## config.mk

```make
export PLATFORM = sky130hd
export DESIGN_NAME = ahb_sram_slave
export DESIGN_NICKNAME = d
export VERILOG_FILES = /design/src/rtl/ahb_sram_slave.sv
export SDC_FILE = /design/constraint.sdc
export NUM_CORES = 1
export LEC_CHECK = 0
export CORE_MARGIN = 5
export CORE_UTILIZATION = 24
export DETAILED_ROUTE_END_ITERATION = 10
export PLACE_DENSITY = 0.77
export SLEW_MARGIN = 20
export SYNTH_ARGS = -nofsm -noshare
export SYNTH_HDL_FRONTEND = slang
export SYNTH_SLANG_ARGS = --single-unit
```

## constraint.sdc

```tcl
create_clock -name HCLK -period 2.2 [get_ports HCLK]
set_clock_uncertainty 0.1 [all_clocks]
set_input_delay 0.66 -clock HCLK [delete_from_list [all_inputs] [get_ports HCLK]]
set_output_delay 0.66 -clock HCLK [all_outputs]
set_load 0.02 [all_outputs]
```

## src/rtl/ahb_sram_slave.sv

```systemverilog
// rtl/ahb_sram_slave.sv - AHB-lite slave fronting a single-port synchronous SRAM
// Decodes size/lanes, inserts WAIT_STATES data-phase cycles, answers illegal accesses with a two-cycle ERROR.
module ahb_sram_slave #(
  parameter int          ADDR_WIDTH  = 10,
  parameter logic [31:0] BASE_ADDR   = 32'h0000_0000,
  parameter int          WAIT_STATES = 1
) (
  input  logic                  HCLK,
  input  logic                  HRESET,
  input  logic                  HSEL,
  input  logic [31:0]           HADDR,
  input  logic [1:0]            HTRANS,
  input  logic                  HWRITE,
  input  logic [2:0]            HSIZE,
  input  logic [2:0]            HBURST,
  input  logic [31:0]           HWDATA,
  input  logic                  HREADY,
  output logic                  HREADYOUT,
  output logic [31:0]           HRDATA,
  output logic [1:0]            HRESP,
  output logic                  sram_cs,
  output logic                  sram_we,
  output logic [3:0]            sram_be,
  output logic [ADDR_WIDTH-1:0] sram_addr,
  output logic [31:0]           sram_wdata,
  input  logic [31:0]           sram_rdata
);

  typedef enum logic [2:0] {
    S_IDLE, S_WAIT, S_RD_ACC, S_WR_ACC, S_ERR1, S_ERR2
  } state_t;

  localparam logic [2:0]  WR_WAIT = 3'(WAIT_STATES);
  // Reads need at least one wait cycle: the SRAM returns data the cycle after the strobe.
  localparam logic [2:0]  RD_WAIT = (WAIT_STATES == 0) ? 3'd1 : 3'(WAIT_STATES);
  localparam logic [32:0] CAP     = 33'd4 << ADDR_WIDTH;

  state_t                r_state;
  state_t                w_state_nxt;
  logic [2:0]            r_cnt;
  logic [2:0]            w_cnt_nxt;
  logic                  r_write;
  logic [3:0]            r_be;
  logic [ADDR_WIDTH-1:0] r_addr;

  logic [31:0] w_off;
  logic        w_ready_state;
  logic        w_accept;
  logic        w_illegal;
  logic [3:0]  w_be;
  logic        w_rd_strobe;
  logic        w_unused;

  assign w_unused      = ^HBURST;
  assign w_off         = HADDR - BASE_ADDR;
  assign w_ready_state = r_state inside {S_IDLE, S_RD_ACC, S_WR_ACC, S_ERR2};
  assign w_accept      = w_ready_state & HSEL & HREADY & HTRANS[1];
  assign w_illegal     = (HSIZE > 3'b010)
                       | ((HSIZE == 3'b001) & HADDR[0])
                       | ((HSIZE == 3'b010) & (HADDR[1:0] != 2'b00))
                       | ({1'b0, w_off} >= CAP);

  always_comb begin
    w_be = 4'b1111;
    case (HSIZE[1:0])
      2'b00:   w_be = 4'b0001 << HADDR[1:0];
      2'b01:   w_be = HADDR[1] ? 4'b1100 : 4'b0011;
      default: w_be = 4'b1111;
    endcase
  end

  always_ff @(posedge HCLK) begin
    if (HRESET) begin
      r_state <= S_IDLE;
      r_cnt   <= 3'd0;
      r_write <= 1'b0;
      r_be    <= 4'b0000;
      r_addr  <= '0;
    end else begin
      r_state <= w_state_nxt;
      r_cnt   <= w_cnt_nxt;
      if (w_accept) begin
        r_write <= HWRITE;
        r_be    <= w_be;
        r_addr  <= w_off[ADDR_WIDTH+1:2];
      end
    end
  end

  always_comb begin
    w_state_nxt = r_state;
    w_cnt_nxt   = r_cnt;
    case (r_state)
      S_WAIT: begin
        if (r_cnt == 3'd1) w_state_nxt = r_write ? S_WR_ACC : S_RD_ACC;
        else               w_cnt_nxt   = r_cnt - 3'd1;
      end
      S_ERR1: w_state_nxt = S_ERR2;
      default: begin
        w_state_nxt = S_IDLE;
        if (w_accept) begin
          if (w_illegal) begin
            w_state_nxt = S_ERR1;
          end else if (HWRITE) begin
            if (WR_WAIT == 3'd0) begin
              w_state_nxt = S_WR_ACC;
            end else begin
              w_state_nxt = S_WAIT;
              w_cnt_nxt   = WR_WAIT;
            end
          end else begin
            w_state_nxt = S_WAIT;
            w_cnt_nxt   = RD_WAIT;
          end
        end
      end
    endcase
  end

  // The counter still holds its load value only in the first WAIT cycle.
  assign w_rd_strobe = (r_state == S_WAIT) & ~r_write & (r_cnt == RD_WAIT);

  assign HREADYOUT  = HRESET | w_ready_state;
  assign HRESP      = (~HRESET & (r_state inside {S_ERR1, S_ERR2})) ? 2'b01 : 2'b00;
  assign HRDATA     = (~HRESET & (r_state == S_RD_ACC)) ? sram_rdata : 32'h0;
  assign sram_cs    = ~HRESET & (w_rd_strobe | (r_state == S_WR_ACC));
  assign sram_we    = ~HRESET & (r_state == S_WR_ACC);
  assign sram_be    = w_rd_strobe ? 4'b1111 : ((r_state == S_WR_ACC) ? r_be : 4'b0000);
  assign sram_addr  = r_addr;
  assign sram_wdata = HWDATA;

endmodule

```

After elaboration in Yosys (flattened, before gate mapping)
Cells that the tools add are included.
{"block": "word_totals", "elab_cells": 62, "ram_bits": 0, "register_bits": 21, "mem_count": 0, "rom_bits": 0, "latch_bits": 0, "input_bits": 109, "output_inout_bits": 83}
{"block": "classes", "n_mul": 0, "n_addsub": 1, "n_eq_ne": 12, "n_reduce_logical": 7, "bitwise_logic": 19, "mux": 15, "magnitude_cmp": 2, "n_shift": 1, "n_div": 0}
{"op": "32-bit by 13-bit >= comparator with 1-bit output, second input constant", "count": 1}
{"op": "32-bit 2-to-1 mux", "count": 1}
{"op": "3-bit 2-to-1 mux", "count": 6}
{"op": "4-bit 2-to-1 mux", "count": 3}
{"op": "3-bit one-hot mux with 2 select lines", "count": 2}
{"op": "1-bit bitwise AND", "count": 11}
{"op": "3-bit by 1-bit == test with 1-bit output, second input constant", "count": 3}
{"op": "3-bit by 2-bit == test with 1-bit output, second input constant", "count": 3}
{"op": "4-bit one-hot mux with 2 select lines", "count": 1}
{"op": "3-bit == test, second input constant", "count": 2}
{"op": "2-bit nonzero test", "count": 3}
{"op": "1-bit bitwise OR", "count": 5}
{"op": "2-bit != test, second input constant", "count": 2}
{"op": "4-bit AND reduction", "count": 1}
{"op": "4-bit nonzero test", "count": 1}
{"op": "1-bit by 2-bit left shift with 4-bit output, first input constant", "count": 1}
{"op": "3-bit by 2-bit greater-than comparator with 1-bit output, second input constant", "count": 1}
{"op": "3-bit zero test", "count": 1}
{"op": "1-bit NOT", "count": 3}
{"op": "3-bit by 1-bit subtractor with 3-bit output, second input constant", "count": 1}
{"op": "2-bit by 1-bit == test with 1-bit output, second input constant", "count": 1}
{"op": "2-bit zero test", "count": 1}
{"op": "1-bit 2-to-1 mux", "count": 2}
{"op": "2-bit by 1-bit != test with 1-bit output, second input constant", "count": 1}

Logic depth before layout (Yosys ltp)
{"block": "depth", "ltp_word": 8, "ltp_mapped": 7, "ltp_nobuf": 6}

Least setup slack after synthesis
Ideal clock, no wire load.
{"block": "synth_timing", "path_type": "input to output", "from": "input HRESET", "to": "output HRDATA[10]", "arrival_ns": 1.626, "cell_stages": 4, "n_path_buf": 2, "t_required_ns": 1.440, "path_slack_ns": -0.186, "cell_sequence": "buf_6 -> nor4_1 -> clkbuf_1 -> and2_1"}
{"block": "synth_via", "elab_chain_len": 3}
{"item": "from (decl)", "line_no": "9", "rtl": "input logic HRESET,"}
{"item": "1-bit NOT", "line_no": "125", "rtl": "assign HRDATA = (~HRESET & (r_state == S_RD_ACC)) ? sram_rdata : 32'h0;"}
{"item": "1-bit bitwise AND", "line_no": "125"}
{"item": "32-bit 2-to-1 mux", "line_no": "125"}
{"item": "to (decl)", "line_no": "19", "rtl": "output logic [31:0] HRDATA,"}
No other way between the ends.

Worst setup path in the final report
{"block": "layout_timing", "from": "register r_state[1]", "to": "output HRDATA[10]"}
{"block": "layout_via", "elab_chain_len": 3}
{"item": "from (decl)", "line_no": "38", "rtl": "state_t r_state;"}
{"item": "from (signal assigned)", "line_no": "80", "rtl": "r_state <= w_state_nxt;"}
{"item": "3-bit by 2-bit == test with 1-bit output", "line_no": "125"}
{"item": "1-bit bitwise AND", "line_no": "125"}
{"item": "32-bit 2-to-1 mux", "line_no": "125"}
No other way between the ends.

==> run_results.csv <==
group,metric,value,unit
finish,final_area,0.003208,mm²
clocking,htree_levels,1,
placed_design,dp_slack,-0.8405,ns
grt,grt_pass1_wl,8.825,mm
logic_synthesis,synth.most_common_cell,"buf_4",
logic_synthesis,syn-cell-area,0.001589,mm²
critical_path,cp_top_family,"buffers and inverters",
sta,setup_violations,36,
logic_synthesis,synth_top_area_share,0.2646,
logic_synthesis,synth_top_area_cell,"dfxtp_1",
sta,slew_violations,0,
placed_design,gp_congestion,0.7991,
drt,dr.pass1.iters,4,
critical_path,reg2regPathDepth,12,
critical_path,cp_slowest_cell,"dfxtp_4",
power,power,0.0009999,W
drt,wl,5.779,mm
logic_synthesis,synthCells,206,
logic_synthesis,syn_nets,317,
logic_synthesis,ys_ff_latch,21,
grt,use_met2,0.2320,
logic_synthesis,synth_area_per_cell,7.714,µm²
finish,num-nets-final,437,
floorplan,ios,192,
logic_synthesis,async_flop_share,0,
critical_path,crit_top_cell,"buf_6",
sta,finalCriticalPeriod,2.227,ns
placed_design,place_area,0.002882,mm²
logic_synthesis,synthTopCellsByCount,"buf_4, and2_1, dfxtp_1",
clocking,cts_root_buf,"clkbuf_8",
status,violations,"setup timing",
clocking,insertion_delay,0.27,ns
grt,grt_pass1_vias,1863,
clocking,cts_buffers,3,
clocking,cts_sinks,21,
logic_synthesis,ys_top_cells_by_area,"dfxtp_1, buf_4, and2_1",
critical_path,end_kind,"primary output",
logic_synthesis,synth_flop_cell,"dfxtp_1",
sta,worst_slack,-0.02726,ns
critical_path,start_kind,"flop",
drt,wl_per_cell,14.38,µm
floorplan,die_y,91.37,µm
sta,fmax,0.4490,GHz
critical_path,path_cells,"inv_4, nor4_4, buf_4, buf_6, and2_4, buf_6",
sta,period_share,1.012,
placed_design,detailed_place_hpwl,4.457,mm
drt,drtIter0Drc,69,
logic_synthesis,ys_seq_area_frac,0.2646,
min_path,hp-class,"flop to flop",
clocking,clock_path_buffers,2,
logic_synthesis,ys_types,42,
floorplan,initial_core_util,0.2488,
sta,hold_viol,0,
floorplan,rows,29,
power,ir_drop,227.9,µV
critical_path,crit_start,"r_state[1]",
grt,overflow,0,
critical_path,crit_fanout,8,
critical_path,critPathKind,"flop to primary output",
grt,grtUsageTotal,0.1240,
critical_path,r2r-end,"r_cnt[1]",
min_path,hold_depth,2,
floorplan,die_x,91.37,µm
logic_synthesis,synth_enable_flop_cells,0,
min_path,hold_end,"sram_addr[5]",
floorplan,core,0.006386,mm²
grt,grt_start_max_net_pins,18,
grt,antenna_found_initial,0,
logic_synthesis,yosysWarnings,0,
finish,final_util,0.5024,
critical_path,critical-path-max-stage-delay,0.39,ns
critical_path,cp.arrival,1.47,ns
floorplan,die-area,0.008348,mm²
critical_path,r2r-start,"r_cnt[1]",
finish,drive_gt1_frac,0.4246,
flow_run,maxCapViolCount,0,
clocking,cts_tree,"built",
critical_path,path_buf_inv,4,
grt,gr-usage-met1,0.1426,
grt,met3_usage,0.03058,
drt,ant_nets,0,
grt,busiest_layer,"met2",
power,p_leak,1.399,nW
drt,route.detailed.drc,0,
drt,routed-via-count,1891,
drt,routed_via_density,4.704,
status,status,"finished, violations left",
finish,n_antenna_cell,0,
sta,rsz0062_at_grt,"yes",
placed_design,portBuffers,122,
finish,syn_to_final_growth,101.9,%
power,p_per_area,311.7,mW/mm²
critical_path,rrSetupSlack,0.11,ns
clocking,clkTransAtPathRegs,0.08,ns
min_path,hold_start,"sram_addr[5]",
critical_path,cp.required,1.44,ns
==> how the worst max path moves through the flow <==
| stage | cells after the start | end |
|---|---|---|
| global route | 5 | sram_be[0] |
| CTS | 7 | HRDATA[19] |
| global placement | 5 | HRDATA[22] |
| floorplan | 4 | HRDATA[10] |
| detailed placement | 5 | HRDATA[19] |
| finish | 6 | HRDATA[10] |
==> cell usage in the layout (no fill, tap or decap), drive strengths merged, types with 3 or more instances in the layout <==
cell type,instances
a21o,4
a21oi,19
and2,33
buf,80
clkbuf,3
clkdlybuf4s50,63
dfxtp,21
dlygate4sd2,12
dlymetal6s2s,6
inv,5
nand2b,3
nand3,12
nor2,6
nor2b,3
nor3,3
nor3b,4
nor4,6
o21ai,14
==> worst min-delay path, cell delays in order (launching register included) <==
cell and delay [ns]:
dfxtp_1 0.31, o21ai_0 0.07, a21oi_1 0.06
==> metrics by stage <==
| stage | hold slack, ns | cells | setup TNS, ns |
|---|---|---|---|
| final | 0.3800 | 402 | -0.5514 |
| after CTS | 0.3824 | 405 | -4.833 |
| after detailed placement | 0.3717 | 385 | -31.38 |
| after floorplan | 0.3784 | 206 | -0.02654 |
| after global placement | 0.3617 | 385 | -30.28 |
| after global routing | 0.4039 | 402 | -2.936 |
==> area by class of cell <==
| class | instances | area (µm²) |
|---|---|---|
| Inverter | 5 | 21.27 |
| Sequential cell | 21 | 431.7 |
| Multi-Input combinational cell | 134 | 1015 |
| Fill cell | 607 | 3178 |
| Timing Repair Buffer | 161 | 1598 |
| Clock buffer | 3 | 41.29 |
| Clock inverter | 1 | 5.005 |
| Tap cell | 77 | 96.34 |
==> state kept, by name (all words and copies together) (netlist names) <==
register and cells:
r_be 4, r_cnt 3, r_state 3, r_write 1, sram_addr 10
==> kinds of logic after synthesis <==
group,share of synthesized area
compound gates,0.1882
flops,0.2646
buf+inv,0.2047
simple gates,0.2906
other cells,0.002360
xor+xnor,0.02126
mux,0.01260
fa+ha+maj,0.01575
==> timing repair <==
item | CTS | global route
hold buffers | 0 | 0
setup buffers | 13 | 2
endpoints found under the setup margin | 42 | 41
resized for setup | 295 | 26
pin swaps | 39 | 19
cloned | 3 | 0
==> report_power, final <==
part	switching, W	internal (W)	total (W)	leakage, nW
registers	0.0000131	0.000397	0.000411	0.174
logic	0.000128	0.000202	0.000330	1.20
clock network	0.000133	0.000126	0.000260	0.0255
total	0.000274	0.000726	0.00100	1.40
==> routing by layer <==
layer | wire length (µm) | up-vias
met5 | 0 | -
met4 | 40 | 0
met3 | 548 | 9
met2 | 2923 | 97
met1 | 2267 | 874
li1 | - | 911
(Power assumes the default switching activity.)
